==> src/rtl/fifo_rd_stream.sv <==
// Read-side front end for a synchronous FIFO: prefetches up to two words and
// presents them on a valid/ready stream with run/stop, flush and status.
module fifo_rd_stream #(
    parameter int WIDTH     = 8,
    parameter int CNT_WIDTH = 16
) (
    input  logic                 clk_i,
    input  logic                 rst_i,
    input  logic                 enable_i,
    input  logic                 flush_i,
    input  logic                 clr_err_i,
    input  logic                 empty_i,
    input  logic [WIDTH-1:0]     rdata_i,
    input  logic                 rd_error_i,
    output logic                 rd_en_o,
    output logic [WIDTH-1:0]     m_data_o,
    output logic                 m_valid_o,
    input  logic                 m_ready_i,
    output logic [CNT_WIDTH-1:0] words_o,
    output logic                 underflow_o,
    output logic                 busy_o
);

    typedef enum logic [1:0] {
        IDLE  = 2'd0,
        RUN   = 2'd1,
        FLUSH = 2'd2
    } state_t;

    state_t           state;
    logic [1:0]       occ;
    logic             pend;
    logic [WIDTH-1:0] ent0;
    logic [WIDTH-1:0] ent1;

    logic             pop;
    logic [1:0]       tail;
    logic [1:0]       load;

    assign m_valid_o = (occ != 2'd0) && (state != FLUSH);
    assign m_data_o  = ent0;
    assign busy_o    = (state != IDLE);

    // tail is where a landing word goes after this cycle's pop; load is the
    // committed occupancy (buffered + in flight) once this cycle completes.
    always_comb begin
        pop     = m_valid_o & m_ready_i;
        tail    = occ - {1'b0, pop};
        load    = tail + {1'b0, pend};
        rd_en_o = (state == RUN) && !empty_i && (load < 2'd2);
    end

    always_ff @(posedge clk_i or negedge rst_i) begin
        if (!rst_i) begin
            state       <= IDLE;
            occ         <= '0;
            pend        <= 1'b0;
            ent0        <= '0;
            ent1        <= '0;
            words_o     <= '0;
            underflow_o <= 1'b0;
        end else begin
            case (state)
                IDLE: begin
                    if (flush_i)       state <= FLUSH;
                    else if (enable_i) state <= RUN;
                end
                RUN: begin
                    if (flush_i)       state <= FLUSH;
                    else if (!enable_i) state <= IDLE;
                end
                FLUSH: begin
                    if (!pend)         state <= IDLE;
                end
                default:               state <= IDLE;
            endcase

            pend <= rd_en_o;

            // Flush drops the buffer and any word landing on this edge.
            if (flush_i || state == FLUSH) begin
                occ <= '0;
            end else begin
                occ <= load;
                if (pop) ent0 <= ent1;
                if (pend) begin
                    if (tail == 2'd0) ent0 <= rdata_i;
                    else              ent1 <= rdata_i;
                end
            end

            if (pop && (words_o != '1)) words_o <= words_o + CNT_WIDTH'(1);

            if (rd_error_i)     underflow_o <= 1'b1;
            else if (clr_err_i) underflow_o <= 1'b0;
        end
    end

endmodule

==> config.mk <==
export PLATFORM = sky130hd
export DESIGN_NAME = fifo_rd_stream
export DESIGN_NICKNAME = d
export VERILOG_FILES = /design/src/rtl/fifo_rd_stream.sv
export SDC_FILE = /design/constraint.sdc
export NUM_CORES = 1
export LEC_CHECK = 0
export BUFFER_PORTS_ARGS = -buffer_cell sky130_fd_sc_hd__buf_2
export CORE_UTILIZATION = 53
export CTS_CLUSTER_DIAMETER = 40
export DETAILED_ROUTE_END_ITERATION = 10
export HOLD_SLACK_MARGIN = 0.03
export PLACE_DENSITY = 0.82
export SLEW_MARGIN = 20
export SYNTH_ARGS = -nofsm -noshare
export SYNTH_HDL_FRONTEND = slang
export SYNTH_SLANG_ARGS = --single-unit
==> constraint.sdc <==
create_clock -name clk_i -period 2.9 [get_ports clk_i]
set_input_delay 0.58 -clock clk_i [delete_from_list [all_inputs] [get_ports clk_i]]
set_output_delay 0.58 -clock clk_i [all_outputs]
set_load 0.005 [all_outputs]
==> results of run 1 <==
Yosys cell counts, types with 4 or more instances:
library cell  number
mux2i_1            8
dfrtp_1           38
xnor2_1            7
nor2_1            14
nand3_1            7
mux2_1            10
xor2_1             5
inv_1              4
and3_1             4
a21oi_1            9
nand2_1           11
how the worst min path moves through the flow:
| stage | start | end | slack [ns] | depth (start not counted) |
|---|---|---|---|---|
| 6_report | rst_i | ent1[5] | 0.33 | 1 |
| 5_1_grt | rst_i | ent1[2] | 0.38 | 1 |
| 4_1_cts | rst_i | words_o[15] | 0.35 | 1 |
| 3_5_place_dp | underflow_o | underflow_o | 0.47 | 1 |
| 3_3_place_gp | underflow_o | underflow_o | 0.46 | 1 |
| 2_1_floorplan | rst_i | ent1[0] | 0.28 | 0 |
routing by layer:
layer / routed length [µm] / GRT usage, %
met5: 0 / 0
met1: 1565 / 28.19
met4: 125 / 13.31
met3: 209 / 4.478
met2: 1885 / 42.07
through the flow:
| step | util [%] | power [mW] | hold WS [ns] |
|---|---|---|---|
| final | 72.28 | 1.168 | 0.3335 |
| after global routing | 72.28 | 1.229 | 0.3847 |
| after CTS | 71.42 | 1.171 | 0.3538 |
| after detailed placement | 66.06 | 0.8782 | 0.4672 |
| after global placement | 66.06 | 0.8593 | 0.4602 |
| after floorplan | - | 0.7596 | 0.2844 |
kinds of logic after synthesis:
| kind of cell | count (synthesis) | share of synthesized area [%] |
|---|---|---|
| simple gates | 60 | 20.41 |
| flops | 38 | 51.88 |
| compound gates | 20 | 7.372 |
| mux | 18 | 10.51 |
| xor+xnor | 12 | 5.734 |
| buf+inv | 7 | 2.047 |
| fa+ha+maj | 3 | 2.048 |
power by group through the flow:
stage / logic, mW / clock network, mW / registers (mW)
after detailed placement: 0.214 / 0 / 0.664
after global placement: 0.204 / 0 / 0.655
after floorplan: 0.0967 / 0 / 0.663
after CTS: 0.226 / 0.292 / 0.654
final: 0.225 / 0.288 / 0.655
after global routing: 0.253 / 0.314 / 0.662
worst max-delay path: stages, from the launching register on:
cell	delay (ns)
dfrtp_1	0.40
or2_4	0.27
nand3_4	0.08
inv_4	0.04
ha_4	0.27
inv_4	0.04
ha_4	0.17
xnor2_4	0.14
xnor2_2	0.16
nor4b_4	0.25
buf_2	0.16
repair_timing:
item,CTS,global route
pin swaps,4,2
resized for setup,10,3
setup endpoints to repair,1,1
buffers inserted,6,2
placed cells by master (no fill, tap or decap), types with 3 or more instances in the layout:
master / instances
a21oi_1: 9
a31oi_1: 3
and2_1: 3
and3_1: 4
buf_2: 43
buf_4: 10
clkbuf_4: 5
dfrtp_1: 37
inv_1: 3
mux2_1: 10
mux2i_1: 8
nand2_1: 11
nand3_1: 7
nor2_1: 14
nor3_1: 3
xnor2_1: 5
xor2_1: 5
sequential cells by signal (all words and copies together) (netlist names):
name,count
ent1,8
m_data_o,8
occ,2
pend,1
state,2
underflow_o,1
words_o,16
cell type report:
type | instances | area (µm²)
fill | 235 | 880.8
inverter | 5 | 23.77
sequential | 38 | 952.2
clock inverter | 1 | 5.005
timing repair buffer | 53 | 290.3
tap | 44 | 55.05
clock buffer | 7 | 55.05
multi-input combinational | 113 | 915.9
==> impl_metrics.py, run 1 <==
metrics = {
    "logic_synthesis": {
        "seq_area_frac_synth_pct": 51.88,
        "avgSynthCellArea_um2": 11.60,
        "synth_area_leaders": "dfrtp_1, mux2_1, mux2i_1",
        "postSynthCellCount": 158,
        "ys.flop_type": "dfrtp_1",
        "yosys.area.top_type": "dfrtp_1",
        "netlist_area_mm2": 0.001833,
        "yosys_warnings": 0,
        "synth-edff-count": 0,
        "synth_top_area_share_pct": 51.88,
        "synth.distinct_cells": 41,
        "ys_seq_elements": 38,
        "synthArstFlopShare_pct": 100.0,
        "synth_nets": 177,
    },
    "die": {
        "die_x_um": 60.81,
        "io_pins": 44,
        "die_area_mm2": 0.003698,
        "start_util_pct": 57.68,
        "fp.dieH_um": 60.81,
        "rows": 20,
        "coreArea_mm2": 0.003178,
    },
    "worst_setup_path": {
        "worstSetupStartpointType": "flop",
        "reg2reg_to": "m_data_o[7]",
        "r2r_cells": 8,
        "r2r_slack_ns": 0.73,
        "crit_fanout": 2,
        "crit_required_ns": 2.32,
        "r2r_start": "occ[0]",
        "worst_setup_path_end_kind": "primary output",
        "startpoint": "occ[0]",
        "crit_end": "rd_en_o",
        "path_class": "reg2out",
        "critical_path_arrival_ns": 2.31,
    },
    "placement": {
        "place_area_mm2": 0.002100,
        "place_inst": 245,
        "globalplace.congestion": 0.8226,
        "hpwl_um": 2654,
        "numPortBuffers": 43,
        "dpl_worst_slack_ns": 0.1067,
    },
    "finish": {
        "final_cells": 261,
        "final_cell_area_mm2": 0.002297,
        "nNetsFinal": 235,
        "synthToLayoutAreaGrowth_pct": 25.32,
        "layout-drive-gt1-share_pct": 37.33,
        "antenna_cells": 0,
    },
    "global_routing": {
        "overflow": 0,
        "grt_usage_pct": 24.18,
        "grt_max_degree": 39,
        "grt_pass1_vias": 1455,
        "antenna_found_initial": 0,
        "grt_pass1_wl_um": 6368,
    },
    "route": {
        "wire_per_inst_um": 14.50,
        "first_iter_violations": 114,
        "vias_per_cell": 5.429,
        "drtAntennaViolNets": 0,
        "vias": 1417,
        "first_pass_iters": 4,
        "drcViolationCount": 0,
        "drt_wl_total_um": 3784,
    },
    "sta": {
        "slew_headroom_pct": 45.11,
        "hold_violations": 0,
        "clock_skew_ns": 0.004760,
        "worst_pin_slew_ns": 0.8234,
        "min_period_over_period_pct": 99.67,
        "rsz0062_at_grt": "yes",
        "period_needed_ns": 2.890,
        "max_freq_mhz": 346.0,
        "final.setup.tns_ns": 0,
        "setup_viol": 0,
        "layout_setup_ws_ns": 0.009603,
        "drv_slew": 0,
    },
    "power_and_ir_drop": {
        "p_per_area_mw_per_mm2": 508.6,
        "p_sw_mw": 0.3306,
        "switching_share_pct": 28.30,
        "ir_worst_vdd_mv": 0.3121,
        "clock_power_share_pct": 24.6,
        "intPower_mw": 0.8377,
        "power_frac_comb_pct": 19.3,
        "pwr-share-seq_pct": 56.1,
        "leakage_nw": 1.191,
    },
    "clock_network": {
        "cts_tree": "yes",
        "cts_buffers": 5,
        "postCtsHoldBufs": 0,
        "clk_latency_ns": 0.33,
        "clk_path_buf_depth": 2,
        "root_buffer": "clkbuf_4",
        "clock-sinks": 38,
        "clk_pin_slew_ns": 0.11,
        "cts_max_level": 2,
    },
    "job": {
        "drv_cap": 0,
    },
    "status": {
        "outcome": "complete, no violations",
    },
    "min_path": {
        "hold_path.class": "in2async",
    },
}
No activity file was read; power rests on OpenSTA's default activity.
==> inputs of run 2 (changes only) <==
Settings changed: CORE_MARGIN set to 3, PLACE_DENSITY 0.82 to 0.79.
==> run 2 against run 1 <==
Compared with the run above:
- the run now ends with setup timing left
- wire length increased by 8.5%
- power decreased by 0.45%
- clock skew increased by 0.0044 ns
- register-to-register slack got worse by 0.34 ns
- largest cell class unchanged
- largest power group unchanged
==> impl_metrics.py, run 2 (synthesized netlist as in run 1, its figures left out) <==
metrics = {
    "die": {
        "coreArea_mm2": 0.003178,
        "die_area_mm2": 0.004200,
        "io_pins": 44,
        "start_util_pct": 57.68,
        "fp.dieH_um": 64.81,
        "die_x_um": 64.81,
        "rows": 20,
    },
    "clock_network": {
        "cts_buffers": 5,
        "clk_path_buf_depth": 2,
        "clk_latency_ns": 0.33,
        "clock-sinks": 38,
        "cts_max_level": 2,
        "cts_tree": "yes",
        "postCtsHoldBufs": 0,
        "clk_pin_slew_ns": 0.11,
        "root_buffer": "clkbuf_4",
    },
    "min_path": {
        "hold_path.class": "in2async",
    },
    "route": {
        "vias": 1447,
        "vias_per_cell": 5.419,
        "drt_wl_total_um": 4107,
        "first_pass_iters": 4,
        "first_iter_violations": 73,
        "drtAntennaViolNets": 0,
        "drcViolationCount": 0,
        "wire_per_inst_um": 15.38,
    },
    "status": {
        "violations": "setup timing",
        "outcome": "finished with violations",
    },
    "placement": {
        "numPortBuffers": 43,
        "hpwl_um": 2737,
        "place_inst": 245,
        "globalplace.congestion": 0.8271,
        "dpl_worst_slack_ns": 0.1138,
    },
    "worst_setup_path": {
        "path_class": "reg2out",
        "reg2reg_to": "pend",
        "r2r_slack_ns": 0.39,
        "worst_setup_path_end_kind": "primary output",
        "crit_fanout": 2,
        "crit_required_ns": 2.32,
        "r2r_cells": 15,
        "worstSetupStartpointType": "flop",
        "r2r_start": "occ[1]",
        "critical_path_arrival_ns": 2.35,
    },
    "global_routing": {
        "grt_pass1_wl_um": 6796,
        "overflow": 0,
        "grt_max_degree": 39,
        "grt_pass1_vias": 1458,
        "antenna_found_initial": 0,
        "grt_usage_pct": 21.00,
    },
    "sta": {
        "drv_slew": 0,
        "layout_setup_ws_ns": -0.03080,
        "worst_pin_slew_ns": 0.8224,
        "period_needed_ns": 2.931,
        "max_freq_mhz": 341.2,
        "slew_headroom_pct": 45.18,
        "hold_violations": 0,
        "clock_skew_ns": 0.009196,
        "rsz0062_at_grt": "yes",
        "min_period_over_period_pct": 101.1,
        "final.setup.tns_ns": -0.03080,
        "setup_viol": 1,
    },
    "finish": {
        "most-common-layout-cells": "buf_2, dfrtp_1, buf_4",
        "antenna_cells": 0,
        "layout-drive-gt1-share_pct": 38.57,
        "largest_register_ffs": 16,
        "synthToLayoutAreaGrowth_pct": 27.24,
        "max_flop_register": "words_o",
        "final_cells": 267,
        "final_common_cell": "buf_2",
        "nNetsFinal": 241,
    },
    "power_and_ir_drop": {
        "ir_worst_vdd_mv": 0.3425,
        "p_sw_mw": 0.3224,
        "total_power_mw": 1.163,
        "leakage_nw": 1.221,
        "switching_share_pct": 27.72,
        "clock_power_share_pct": 24.0,
        "power_frac_comb_pct": 20.0,
        "pwr-share-seq_pct": 56.0,
        "p_per_area_mw_per_mm2": 498.7,
        "intPower_mw": 0.8406,
    },
    "job": {
        "drv_cap": 0,
    },
}
run 2: cell count changes in the layout (fill, tap and decap cells not counted), sizes merged:
cell,previous run,this run
buf,53,59
run 2: worst max-delay path by stage:
stage                    from      end  slack, ns
global route           occ[1]  rd_en_o      -0.14
global placement    m_ready_i  rd_en_o       0.26
detailed placement  m_ready_i  rd_en_o       0.11
floorplan              occ[1]  rd_en_o       0.35
CTS                    occ[0]  rd_en_o      0.002
finish                 occ[1]  rd_en_o      -0.03
run 2: power by group through the flow:
stage | Clock, mW | Sequential [mW] | Combinational (mW)
CTS | 0.290 | 0.651 | 0.227
global route | 0.324 | 0.663 | 0.260
detailed placement | 0 | 0.661 | 0.216
floorplan | 0 | 0.663 | 0.0967
finish | 0.279 | 0.652 | 0.232
global placement | 0 | 0.654 | 0.206
run 2: per-stage QoR:
| step | utilization [%] | cell area (µm²) | hold slack (ns) |
|---|---|---|---|
| CTS | 71.54 | 2273 | 0.3523 |
| global placement | 66.06 | 2100 | 0.4611 |
| global route | 73.39 | 2332 | 0.3855 |
| finish | 73.39 | 2332 | 0.3288 |
| floorplan | - | 1833 | 0.2844 |
| detailed placement | 66.06 | 2100 | 0.4718 |
run 2: worst max-delay path, stage by stage, from the launching register on:
cell	delay, ns
dfrtp_1	0.42
or2_4	0.28
nand3_4	0.08
inv_4	0.05
ha_4	0.27
inv_4	0.04
ha_4	0.16
xnor2_4	0.12
xnor2_2	0.15
nor4b_2	0.28
buf_2	0.17
run 2: area by class of cell:
cell class,count,area (µm²)
clock buffer,7,55.05
tap,44,55.05
inverter,5,23.77
timing repair buffer,59,335.3
multi-input combinational,113,907.1
fill,247,845.8
sequential,38,950.9
clock inverter,1,5.005
run 2: timing repair:
action                     in CTS  in global routing
setup endpoints to repair       1                  1
gates resized for setup         8                  3
hold endpoints to repair        0                  0
setup buffers                   9                  5
gates cloned                    0                  0
pin swaps                       5                  5
run 2: per-layer routing:
| metal | share of wire, % | vias up | track usage [%] |
|---|---|---|---|
| met5 | 0 | - | 0 |
| met4 | 1.2 | 0 | 6.069 |
| met3 | 4.3 | 7 | 5.199 |
| met2 | 52 | 33 | 35.38 |
| met1 | 43 | 724 | 26.70 |
| li1 | - | 683 | - |
==> inputs of run 3 (changes only) <==
Settings changed: CAP_MARGIN set to 30, CORE_MARGIN 3 to 1.
==> run 3 against run 2 <==
Compared with the run above:
- the run now ends clean
- sequential cell count stayed put
- wire length is 3.3% lower
- clock power is 7.2% lower
- setup slack better by 0.044 ns
- critical path depth stayed put
- clock skew is 0.0012 ns lower
- via count is 2.1% lower
- maximum frequency is 1.5% higher
- largest cell class unchanged
==> impl_metrics.py, run 3 (synthesized netlist as in run 1, its figures left out) <==
metrics = {
    "power_and_ir_drop": {
        "leakage_nw": 1.216,
        "total_power_mw": 1.139,
        "ir_worst_vdd_mv": 0.3520,
        "p_per_area_mw_per_mm2": 491.1,
    },
    "die": {
        "io_pins": 44,
        "die_x_um": 60.81,
        "die_area_mm2": 0.003698,
        "fp.dieH_um": 60.81,
        "rows": 20,
        "start_util_pct": 57.68,
        "coreArea_mm2": 0.003178,
    },
    "sta": {
        "slew_headroom_pct": 44.53,
        "setup_viol": 0,
        "drv_slew": 0,
        "period_needed_ns": 2.887,
        "worst_pin_slew_ns": 0.8320,
        "max_freq_mhz": 346.4,
        "clock_skew_ns": 0.008024,
        "hold_violations": 0,
        "rsz0062_at_grt": "yes",
        "holdWs_ns": 0.3213,
        "layout_setup_ws_ns": 0.01326,
        "min_period_over_period_pct": 99.54,
    },
    "route": {
        "wire_per_inst_um": 14.93,
        "first_pass_iters": 4,
        "first_iter_violations": 35,
        "vias_per_cell": 5.327,
        "drt_wl_total_um": 3972,
        "drtAntennaViolNets": 0,
        "drcViolationCount": 0,
        "vias": 1417,
    },
    "finish": {
        "synthToLayoutAreaGrowth_pct": 26.55,
        "max_flop_register": "words_o",
        "largest_register_ffs": 16,
        "final_cell_area_mm2": 0.002320,
        "layout-drive-gt1-share_pct": 38.74,
        "antenna_cells": 0,
        "most-common-layout-cells": "buf_2, dfrtp_1, buf_4",
        "final_common_cell": "buf_2",
        "final_core_util_pct": 72.99,
        "nNetsFinal": 241,
    },
    "clock_network": {
        "cts_tree": "yes",
        "cts_max_level": 2,
        "clk_pin_slew_ns": 0.11,
        "root_buffer": "clkbuf_4",
        "clk_latency_ns": 0.35,
        "cts_buffers": 5,
        "clk_path_buf_depth": 2,
        "clock-sinks": 38,
    },
    "status": {
        "outcome": "complete, no violations",
    },
    "worst_setup_path": {
        "crit_required_ns": 2.32,
        "critical_path_arrival_ns": 2.31,
        "path_class": "reg2out",
        "worstSetupStartpointType": "flop",
        "worst_setup_path_end_kind": "primary output",
        "crit_fanout": 2,
        "r2r_cells": 16,
    },
    "global_routing": {
        "grt_max_degree": 39,
        "overflow": 0,
        "grt_pass1_wl_um": 6168,
        "grt_pass1_vias": 1370,
        "grt_usage_pct": 23.90,
        "antenna_found_initial": 0,
    },
    "job": {
        "drv_cap": 0,
    },
    "min_path": {
        "hold_path.class": "in2async",
    },
    "placement": {
        "place_area_mm2": 0.002100,
        "hpwl_um": 2694,
        "dpl_worst_slack_ns": 0.1204,
        "globalplace.congestion": 0.8899,
        "numPortBuffers": 43,
    },
}
==> run 3: power by group <==
part / switching (mW) / internal [mW] / leakage, nW
Combinational: 0.109 / 0.117 / 0.678
Sequential: 0.0502 / 0.604 / 0.507
Clock: 0.172 / 0.0872 / 0.0308
Total: 0.331 / 0.808 / 1.22
==> run 3: final cells by class <==
| class | instances | area (µm²) |
|---|---|---|
| multi-input cells | 113 | 907.1 |
| clock buffers | 5 | 37.54 |
| inverters | 5 | 23.77 |
| repair buffers | 59 | 335.3 |
| well taps | 44 | 55.05 |
| fillers | 227 | 858.3 |
| clock inverters | 2 | 10.01 |
| flip-flops and latches | 38 | 950.9 |
==> run 3: through the flow <==
| stage | cells | setup TNS (ns) |
|---|---|---|
| 2_1_floorplan | 158 | 0 |
| 3_3_place_gp | 245 | 0 |
| 3_5_place_dp | 245 | 0 |
| 4_1_cts | 263 | 0 |
| 5_1_grt | 266 | -0.1167 |
| 6_report | 266 | 0 |
==> run 3: final timing paths <==
check                            start           to  slack, ns
max in group asynchronous        rst_i   words_o[8]       2.05
max                             occ[1]      rd_en_o       0.01
min in group clk_i          rd_error_i  underflow_o       0.40
max reg2reg                     occ[1]         pend       0.33
min reg2reg                underflow_o  underflow_o       0.50
min                              rst_i     state[1]       0.32
==> run 3: repair_timing <==
| item | CTS | global route |
|---|---|---|
| pin swaps | 5 | 5 |
| hold buffers | 0 | 0 |
| endpoints found under the hold margin | 0 | 0 |
| resized for setup | 9 | 2 |
| endpoints found under the setup margin | 1 | 1 |
| setup buffers | 11 | 3 |
==> run 3: per-layer routing <==
layer | share of wire (%) | vias up | GRT usage (%)
met5 | 0 | - | 0
met4 | 2.2 | 0 | 9.091
met3 | 4.7 | 9 | 7.889
met2 | 48 | 44 | 39.09
met1 | 45 | 679 | 29.52
li1 | - | 685 | -
==> run 3: critical path: stages, from the launching register on <==
cell,delay (ns)
dfrtp_1,0.40
or2_4,0.27
nand3_4,0.08
inv_4,0.04
ha_4,0.27
inv_4,0.04
ha_4,0.16
xnor2_4,0.12
xnor2_2,0.14
nor4b_2,0.27
buf_2,0.17
